==> src/rtl/i2c_seg_regs.sv <==
// I2C write-only slave holding a shadow of four hex digits plus decimal points;
// the shadow is committed to the seven-segment outputs atomically on STOP.
`timescale 1ns/1ps
module i2c_seg_regs #(
    parameter logic [6:0] SLAVE_ADDR = 7'h3C
) (
    input  logic        CLK,
    input  logic        RST_N,
    input  logic        SCL,
    input  logic        SDA_IN,
    output logic        SDA_OE,
    output logic [15:0] D,
    output logic [3:0]  DP,
    output logic        UPDATE
);

    typedef enum logic [2:0] {
        ST_IDLE     = 3'd0,
        ST_ADDR     = 3'd1,
        ST_ACK_ADDR = 3'd2,
        ST_PTR      = 3'd3,
        ST_ACK_PTR  = 3'd4,
        ST_DATA     = 3'd5,
        ST_ACK_DATA = 3'd6,
        ST_IGNORE   = 3'd7
    } state_t;

    state_t      state_r, state_s;
    logic        scl_meta_r, scl_sync_r, scl_hist_r;
    logic        sda_meta_r, sda_sync_r, sda_hist_r;
    logic [2:0]  bit_cnt_r, bit_cnt_s;
    logic [7:0]  shift_r, shift_s;
    logic [1:0]  ptr_r, ptr_s;
    logic        sda_oe_r, sda_oe_s;
    logic        dirty_r;
    logic [15:0] shadow_d_r, d_r;
    logic [3:0]  shadow_dp_r, dp_r;
    logic        update_r;
    logic        wr_s, commit_s;
    logic        scl_rise_s, scl_fall_s, start_s, stop_s;
    logic [7:0]  byte_s;

    // Bus conditions are derived only from the synchronized and history flops.
    assign scl_rise_s = scl_sync_r & ~scl_hist_r;
    assign scl_fall_s = ~scl_sync_r & scl_hist_r;
    assign start_s    = scl_sync_r & scl_hist_r & sda_hist_r & ~sda_sync_r;
    assign stop_s     = scl_sync_r & scl_hist_r & ~sda_hist_r & sda_sync_r;
    assign byte_s     = {shift_r[6:0], sda_sync_r};

    assign SDA_OE = sda_oe_r;
    assign D      = d_r;
    assign DP     = dp_r;
    assign UPDATE = update_r;

    // FSM state register.
    always_ff @(posedge CLK or negedge RST_N) begin
        if (!RST_N) begin
            state_r <= ST_IDLE;
        end else begin
            state_r <= state_s;
        end
    end

    // Next-state, bit framing and ACK control.
    always_comb begin
        state_s   = state_r;
        bit_cnt_s = bit_cnt_r;
        shift_s   = shift_r;
        ptr_s     = ptr_r;
        sda_oe_s  = sda_oe_r;
        wr_s      = 1'b0;
        commit_s  = 1'b0;
        if (stop_s) begin
            state_s   = ST_IDLE;
            bit_cnt_s = 3'd0;
            sda_oe_s  = 1'b0;
            commit_s  = dirty_r;
        end else if (start_s) begin
            state_s   = ST_ADDR;
            bit_cnt_s = 3'd0;
            sda_oe_s  = 1'b0;
        end else begin
            case (state_r)
                ST_ADDR, ST_PTR, ST_DATA: begin
                    if (scl_rise_s) begin
                        shift_s   = byte_s;
                        bit_cnt_s = bit_cnt_r + 3'd1;
                        if (bit_cnt_r == 3'd7) begin
                            case (state_r)
                                ST_ADDR: begin
                                    if (byte_s[7:1] == SLAVE_ADDR && byte_s[0] == 1'b0) begin
                                        state_s = ST_ACK_ADDR;
                                    end else begin
                                        state_s = ST_IGNORE;
                                    end
                                end
                                ST_PTR: begin
                                    ptr_s   = byte_s[1:0];
                                    state_s = ST_ACK_PTR;
                                end
                                ST_DATA: begin
                                    // Pointer 3 is a dead end: NACK and stay until START/STOP.
                                    if (ptr_r != 2'd3) begin
                                        wr_s    = 1'b1;
                                        ptr_s   = ptr_r + 2'd1;
                                        state_s = ST_ACK_DATA;
                                    end else begin
                                        state_s = ST_DATA;
                                    end
                                end
                                default: state_s = ST_IDLE;
                            endcase
                        end else begin
                            state_s = state_r;
                        end
                    end else begin
                        shift_s = shift_r;
                    end
                end
                ST_ACK_ADDR, ST_ACK_PTR, ST_ACK_DATA: begin
                    // First falling edge drives ACK, second one releases it.
                    if (scl_fall_s) begin
                        if (!sda_oe_r) begin
                            sda_oe_s = 1'b1;
                        end else begin
                            sda_oe_s  = 1'b0;
                            bit_cnt_s = 3'd0;
                            state_s   = (state_r == ST_ACK_ADDR) ? ST_PTR : ST_DATA;
                        end
                    end else begin
                        sda_oe_s = sda_oe_r;
                    end
                end
                ST_IDLE, ST_IGNORE: state_s = state_r;
                default: state_s = ST_IDLE;
            endcase
        end
    end

    // Synchronizers, datapath, shadow registers and atomic commit.
    always_ff @(posedge CLK or negedge RST_N) begin
        if (!RST_N) begin
            scl_meta_r  <= 1'b1;
            scl_sync_r  <= 1'b1;
            scl_hist_r  <= 1'b1;
            sda_meta_r  <= 1'b1;
            sda_sync_r  <= 1'b1;
            sda_hist_r  <= 1'b1;
            bit_cnt_r   <= 3'd0;
            shift_r     <= 8'h00;
            ptr_r       <= 2'd0;
            sda_oe_r    <= 1'b0;
            dirty_r     <= 1'b0;
            shadow_d_r  <= 16'h0000;
            shadow_dp_r <= 4'h0;
            d_r         <= 16'h0000;
            dp_r        <= 4'h0;
            update_r    <= 1'b0;
        end else begin
            scl_meta_r <= SCL;
            scl_sync_r <= scl_meta_r;
            scl_hist_r <= scl_sync_r;
            sda_meta_r <= SDA_IN;
            sda_sync_r <= sda_meta_r;
            sda_hist_r <= sda_sync_r;
            bit_cnt_r  <= bit_cnt_s;
            shift_r    <= shift_s;
            ptr_r      <= ptr_s;
            sda_oe_r   <= sda_oe_s;
            update_r   <= commit_s;
            if (wr_s) begin
                case (ptr_r)
                    2'd0:    shadow_d_r[7:0]  <= byte_s;
                    2'd1:    shadow_d_r[15:8] <= byte_s;
                    2'd2:    shadow_dp_r      <= byte_s[3:0];
                    default: shadow_dp_r      <= shadow_dp_r;
                endcase
            end
            if (commit_s) begin
                d_r     <= shadow_d_r;
                dp_r    <= shadow_dp_r;
                dirty_r <= 1'b0;
            end else if (wr_s) begin
                dirty_r <= 1'b1;
            end
        end
    end

endmodule

==> config.mk <==
export PLATFORM = sky130hd
export DESIGN_NAME = i2c_seg_regs
export DESIGN_NICKNAME = d
export VERILOG_FILES = /design/src/rtl/i2c_seg_regs.sv
export SDC_FILE = /design/constraint.sdc
export NUM_CORES = 1
export LEC_CHECK = 0
export BUFFER_PORTS_ARGS = -buffer_cell sky130_fd_sc_hd__clkbuf_2
export CAP_MARGIN = 10
export CORE_MARGIN = 2
export CORE_UTILIZATION = 45
export CTS_CLUSTER_DIAMETER = 50
export DETAILED_ROUTE_END_ITERATION = 10
export GPL_TIMING_DRIVEN = 0
export MAX_ROUTING_LAYER = met4
export SYNTH_ARGS = -nofsm -noshare
export SYNTH_HDL_FRONTEND = slang
export SYNTH_SLANG_ARGS = --single-unit
==> constraint.sdc <==
create_clock -name CLK -period 5.9 [get_ports CLK]
set_clock_uncertainty 0.15 [all_clocks]
set_input_delay 0 -clock CLK [delete_from_list [all_inputs] [get_ports CLK]]
set_output_delay 0 -clock CLK [all_outputs]
set_load 0.03 [all_outputs]
# ---- Word-level counts from Yosys, hierarchy flattened
# Index checks and enable logic that the tools add are counted.
dict set report op_classes {
  addsub 2
  multipliers 0
  n_div 0
  magnitude_cmp 0
  n_eq_ne 18
  shifts 0
  n_mux 34
  n_bitwise 13
  n_reduce_logical 19
}
# cell count
set op_table {}
lappend op_table {{$mux W3} 13}
lappend op_table {{$ne A4 B4 Y1 const B} 4}
lappend op_table {{$eq A3 B3 Y1 const B} 5}
lappend op_table {{$mux W1} 15}
lappend op_table {{$pmux W3 S2} 2}
lappend op_table {{$pmux W3 S3} 1}
lappend op_table {{$reduce_and A2 Y1} 4}
lappend op_table {{$reduce_and A4 Y1} 2}
lappend op_table {{$and A1 B1 Y1} 7}
lappend op_table {{$eq A7 B6 Y1 const B} 1}
lappend op_table {{$reduce_and A7 Y1} 1}
lappend op_table {{$eq A3 B2 Y1 const B} 2}
lappend op_table {{$not A1 Y1} 6}
lappend op_table {{$reduce_bool A3 Y1} 2}
lappend op_table {{$reduce_or A3 Y1} 2}
lappend op_table {{$reduce_and A5 Y1} 1}
lappend op_table {{$mux W2} 2}
lappend op_table {{$ne A2 B2 Y1 const B} 2}
lappend op_table {{$pmux W2 S2} 1}
lappend op_table {{$reduce_bool A2 Y1} 2}
lappend op_table {{$reduce_bool A4 Y1} 1}
lappend op_table {{$add A3 B1 Y3 const B} 1}
lappend op_table {{$eq A3 B1 Y1 const B} 1}
lappend op_table {{$logic_not A3 Y1} 1}
lappend op_table {{other kinds (7)} 7}
dict set report totals {
  reg_bits 64
  latch_bits 0
  ramBits 0
  romBits 0
  input_bits 4
  output_inout_bits 22
  wordCells 104
  n_memories 0
}

# ---- Depth between registers and ports, before layout
dict set report logic_depth {
  depth_word 10
  ltp_mapped 6
  ltp_nobuf 6
}

# ---- Worst setup path before layout
# No wires, ideal clock.
dict set report synth_path {
  kind {flip-flop to flip-flop}
  from {reg ptr_r[0]}
  to {reg shadow_d_r[7]}
  setup_time_ps 128
  t_arrival_ps 1621
  required_time_ps 5622
  slack_ps 4001
  stages_incl_launch_ff 6
  synth_period_minus_slack_ps 1899
  path_cell_list {dfrtp_1 ha_1 nand4bb_1 nor4_2 nand2_1 mux2_1}
}
dict set report synth_via {
  elab_chain_len 9
  word_cells_on_any_way 10
  cone_classes {eq/ne (1); mux (7); reduce/logical (2)}
}
# item line
set synth_lines {}
lappend synth_lines {{start: declaration} 33} ;# logic [1:0] ptr_r, ptr_s;
lappend synth_lines {{start signal: assignment} 168} ;# ptr_r <= ptr_s;
lappend synth_lines {{$ne A2 B2 Y1} 103} ;# if (ptr_r != 2'd3) begin
lappend synth_lines {{$mux W1} 103}
lappend synth_lines {{$mux W1} 89} ;# case (state_r)
lappend synth_lines {{$mux W1} 88} ;# if (bit_cnt_r == 3'd7) begin
lappend synth_lines {{$mux W1} 85} ;# if (scl_rise_s) begin
lappend synth_lines {{$mux W1} 83} ;# case (state_r)
lappend synth_lines {{$mux W1} 78} ;# end else if (start_s) begin
lappend synth_lines {{$mux W1} 73} ;# if (stop_s) begin
lappend synth_lines {{$reduce_and A2 Y1 (no line) *} -}
lappend synth_lines {{end signal: assignment} 173} ;# 2'd0: shadow_d_r[7:0] <= byte_s;
lappend synth_lines {{end: declaration} 36} ;# logic [15:0] shadow_d_r, d_r;
# Mark *: on every way between the ends. The rest lies on a longest branch, timed or not.
# A chain may end at the register's enable or synchronous reset.

# ---- Final worst setup path
# Same ends and word-level chain as after synthesis.

==> flow_metrics.tcl <==
set metrics [dict create \
    power-per-cell-area_nw_per_um2 322 \
    setup_tns_ns 0 \
    min_period_ns 2.26 \
    die_w_um 81.4 \
    start_kind "flop" \
    viasPerCell 5.14 \
    peakVddDrop_mv 0.166 \
    insertion_delay_ns 0.34 \
    maxCapViolations 0 \
    dp_worst_setup_slack_ns 3.65 \
    diodes 0 \
    syn2layout_area_growth_pct 16.1 \
    clkPwrFrac 0.336 \
    first_iter_violations 63 \
    worst_slack_ns 3.64 \
    drv_slew 0 \
    start_util 0.460 \
    cts_root_buf "clkbuf_8" \
    grtUsageTotal 0.176 \
    power_mw 1.01 \
    avgSynthCellArea_um2 12.9 \
    arrival_ns 2.33 \
    grt_pass1_wl_um 8180 \
    required_ns 5.98 \
    critical_path_class "flop to flop" \
    htreeDepth 3 \
    p_int_mw 0.702 \
    synthCells 209 \
    p_switching_mw 0.305 \
    seq_power_share 0.512 \
    final.period_utilization 0.383 \
    min_path_type "primary input to flop" \
    dp_hpwl_um 3130 \
    crit_fanout 8 \
    overflow 0 \
    synth_mux_area_frac 0.178 \
    cts_tree "built" \
    switching_share 0.303 \
    ys_ff_latch 64 \
    nNetsFinal 258 \
    ys_warn_count 0 \
    drc_errors 0 \
    cts_resized 0 \
    clkSinkCount 64 \
    worstSetupEndpointType "flop" \
    setup_viol 0 \
    synth_nets 219 \
    grt_antenna_before_repair 0 \
    clk_pin_slew_ns 0.07 \
    io_buffers 25 \
    die_h_um 81.4 \
    gp_congestion 0.789 \
    synth_compound_area_frac 0.0460 \
    boundaryPins 26 \
    hold_viol_final 0 \
    fmax_ghz 0.443 \
    yosys.area_share.simple 0.113 \
    worst_pin_slew_ns 0.837 \
    pwr-share-comb 0.151 \
    synth_fa_ha_area_frac 0.0279 \
    relSlewSlack 0.442 \
    drive_gt1_frac 0.379 \
    core_region_area_um2 5850 \
    grt_max_degree 65 \
    ys_types 39 \
    die_area_um2 6620 \
    wl_um 4860 \
    leakagePower_nw 1.59 \
    nFillCells 497 \
    synth_area_um2 2690 \
    synth_xor_area_frac 0.00651 \
    grt_pass1_vias 1662 \
    rows 28 \
    status "complete, no violations" \
    synth_top_family_by_area "multiplexers" \
    yosysSeqAreaShare 0.598 \
    vias 1686 \
    ant_nets 0 \
    dr.pass1.iters 4 \
    tritoncts.num_buffers 9 \
    rsz0062_at_grt "no" \
    clock_path_buffers 2 \
    wl_per_cell_um 14.8 \
]
cells by family after synthesis:
kind of cell	after synthesis
AOI/OAI and AO/OA	19
xor gates and xnor gates	2
adders and majority gates	6
buffers and inverters	18
DFF	64
muxes	43
and+or+nand+nor	57
power by group through the flow:
stage	clock network, mW	registers, mW	logic (mW)
2_1_floorplan	0	0.515	0.108
3_3_place_gp	0	0.522	0.146
3_5_place_dp	0	0.524	0.149
4_1_cts	0.348	0.515	0.153
5_1_grt	0.368	0.523	0.176
6_report	0.338	0.516	0.152
routing by layer:
metal  GRT usage  vias up  wire [um]
met5           -        -          0
met4      0.0864        0         97
met3      0.0500       10        156
met2       0.256       26       2260
met1       0.225      842       2350
li1            -      808          -
Yosys cell counts (all sizes together):
cell type | number | area share
a2111oi | 1 | 0.0033
a21oi | 2 | 0.0037
and2 | 1 | 0.0033
and4b | 1 | 0.0037
buf | 6 | 0.013
clkbuf | 1 | 0.0014
dfrtp | 58 | 0.54
dfstp | 6 | 0.059
ha | 6 | 0.028
inv | 11 | 0.015
mux2 | 40 | 0.17
mux2i | 3 | 0.011
nand2 | 30 | 0.042
nand2b | 2 | 0.0046
nand3 | 1 | 0.0019
nand3b | 3 | 0.0084
nand4 | 2 | 0.0046
nand4b | 1 | 0.0033
nand4bb | 1 | 0.0042
nor2 | 4 | 0.0056
nor2b | 1 | 0.0023
nor3 | 1 | 0.0019
nor3b | 3 | 0.0084
nor4 | 1 | 0.0046
nor4b | 1 | 0.0033
o211ai | 1 | 0.0028
o21ai | 6 | 0.011
o21bai | 1 | 0.0028
o221ai | 1 | 0.0033
o22ai | 4 | 0.0093
o2bb2ai | 3 | 0.0098
or2 | 1 | 0.0023
or3 | 2 | 0.0065
or4 | 1 | 0.0028
xnor2 | 1 | 0.0033
xor2 | 1 | 0.0033
cell usage in the layout, fill, tap and decap left out, types with 4 or more instances in the layout:
cell | synthesis | routed
nor2_1 | 4 | 4
o21ai_0 | 6 | 6
inv_1 | 11 | 11
dfstp_2 | 6 | 6
buf_2 | 5 | 5
dfrtp_1 | 58 | 58
mux2_2 | 39 | 39
o22ai_1 | 4 | 4
nand2_1 | 30 | 30
ha_1 | 6 | 6
clkbuf_8 | 0 | 10
clkbuf_2 | 0 | 24
final cells by class:
class	instances	area [um^2]	share of cell area
plain buffers	7	40.0	0.0128
well taps	75	93.8	0.0300
clock buffers	10	138	0.0440
clock inverters	6	43.8	0.0140
flip-flops and latches	64	1610	0.515
inverters	11	41.3	0.0132
repair buffers	28	158	0.0504
multi-input cells	127	1000	0.321
what timing repair did:
action | CTS | global route
endpoints found under the hold margin | 60 | 0
setup buffers | 0 | 0
hold buffers | 3 | 0
worst max-delay path, stage by stage, from the launching register on:
cell and delay (ns):
dfrtp_1 0.42, ha_1 0.26, nand4bb_1 0.26, nor4_2 0.30, nand2_1 0.35, mux2_1 0.41
state kept, by name, summed over array words and instances (netlist names), 2 cells and up:
register and count:
bit_cnt_r 3, state_r 3, shadow_d_r 16, shift_r 7, DP 4, shadow_dp_r 4, ptr_r 2, D 16
worst paths after layout:
| kind | startpoint | endpoint | slack (ns) | depth (start not counted) |
|---|---|---|---|---|
| hold reg to reg | sda_meta_r | sda_sync_r | 0.21 | 0 |
| setup reg to reg | ptr_r[0] | shadow_d_r[7] | 3.64 | 5 |
| setup / recovery | ptr_r[0] | shadow_d_r[7] | 3.64 | 5 |
| max in group asynchronous | RST_N | D[11] | 4.85 | 2 |
| min in group asynchronous | RST_N | UPDATE | 0.21 | 2 |
| hold / removal | SDA_IN | sda_meta_r | 0.14 | 2 |
through the flow:
stage / cells / utilization / hold slack (ns) / instance area (um^2)
2_1_floorplan: 209 / - / -0.446 / 2690
3_3_place_gp: 309 / 0.498 / -0.0624 / 2910
3_5_place_dp: 309 / 0.498 / -0.0609 / 2910
4_1_cts: 328 / 0.534 / 0.119 / 3130
5_1_grt: 328 / 0.534 / 0.132 / 3130
6_report: 328 / 0.534 / 0.139 / 3130
Note: power is estimated with default switching activity, not from simulation.
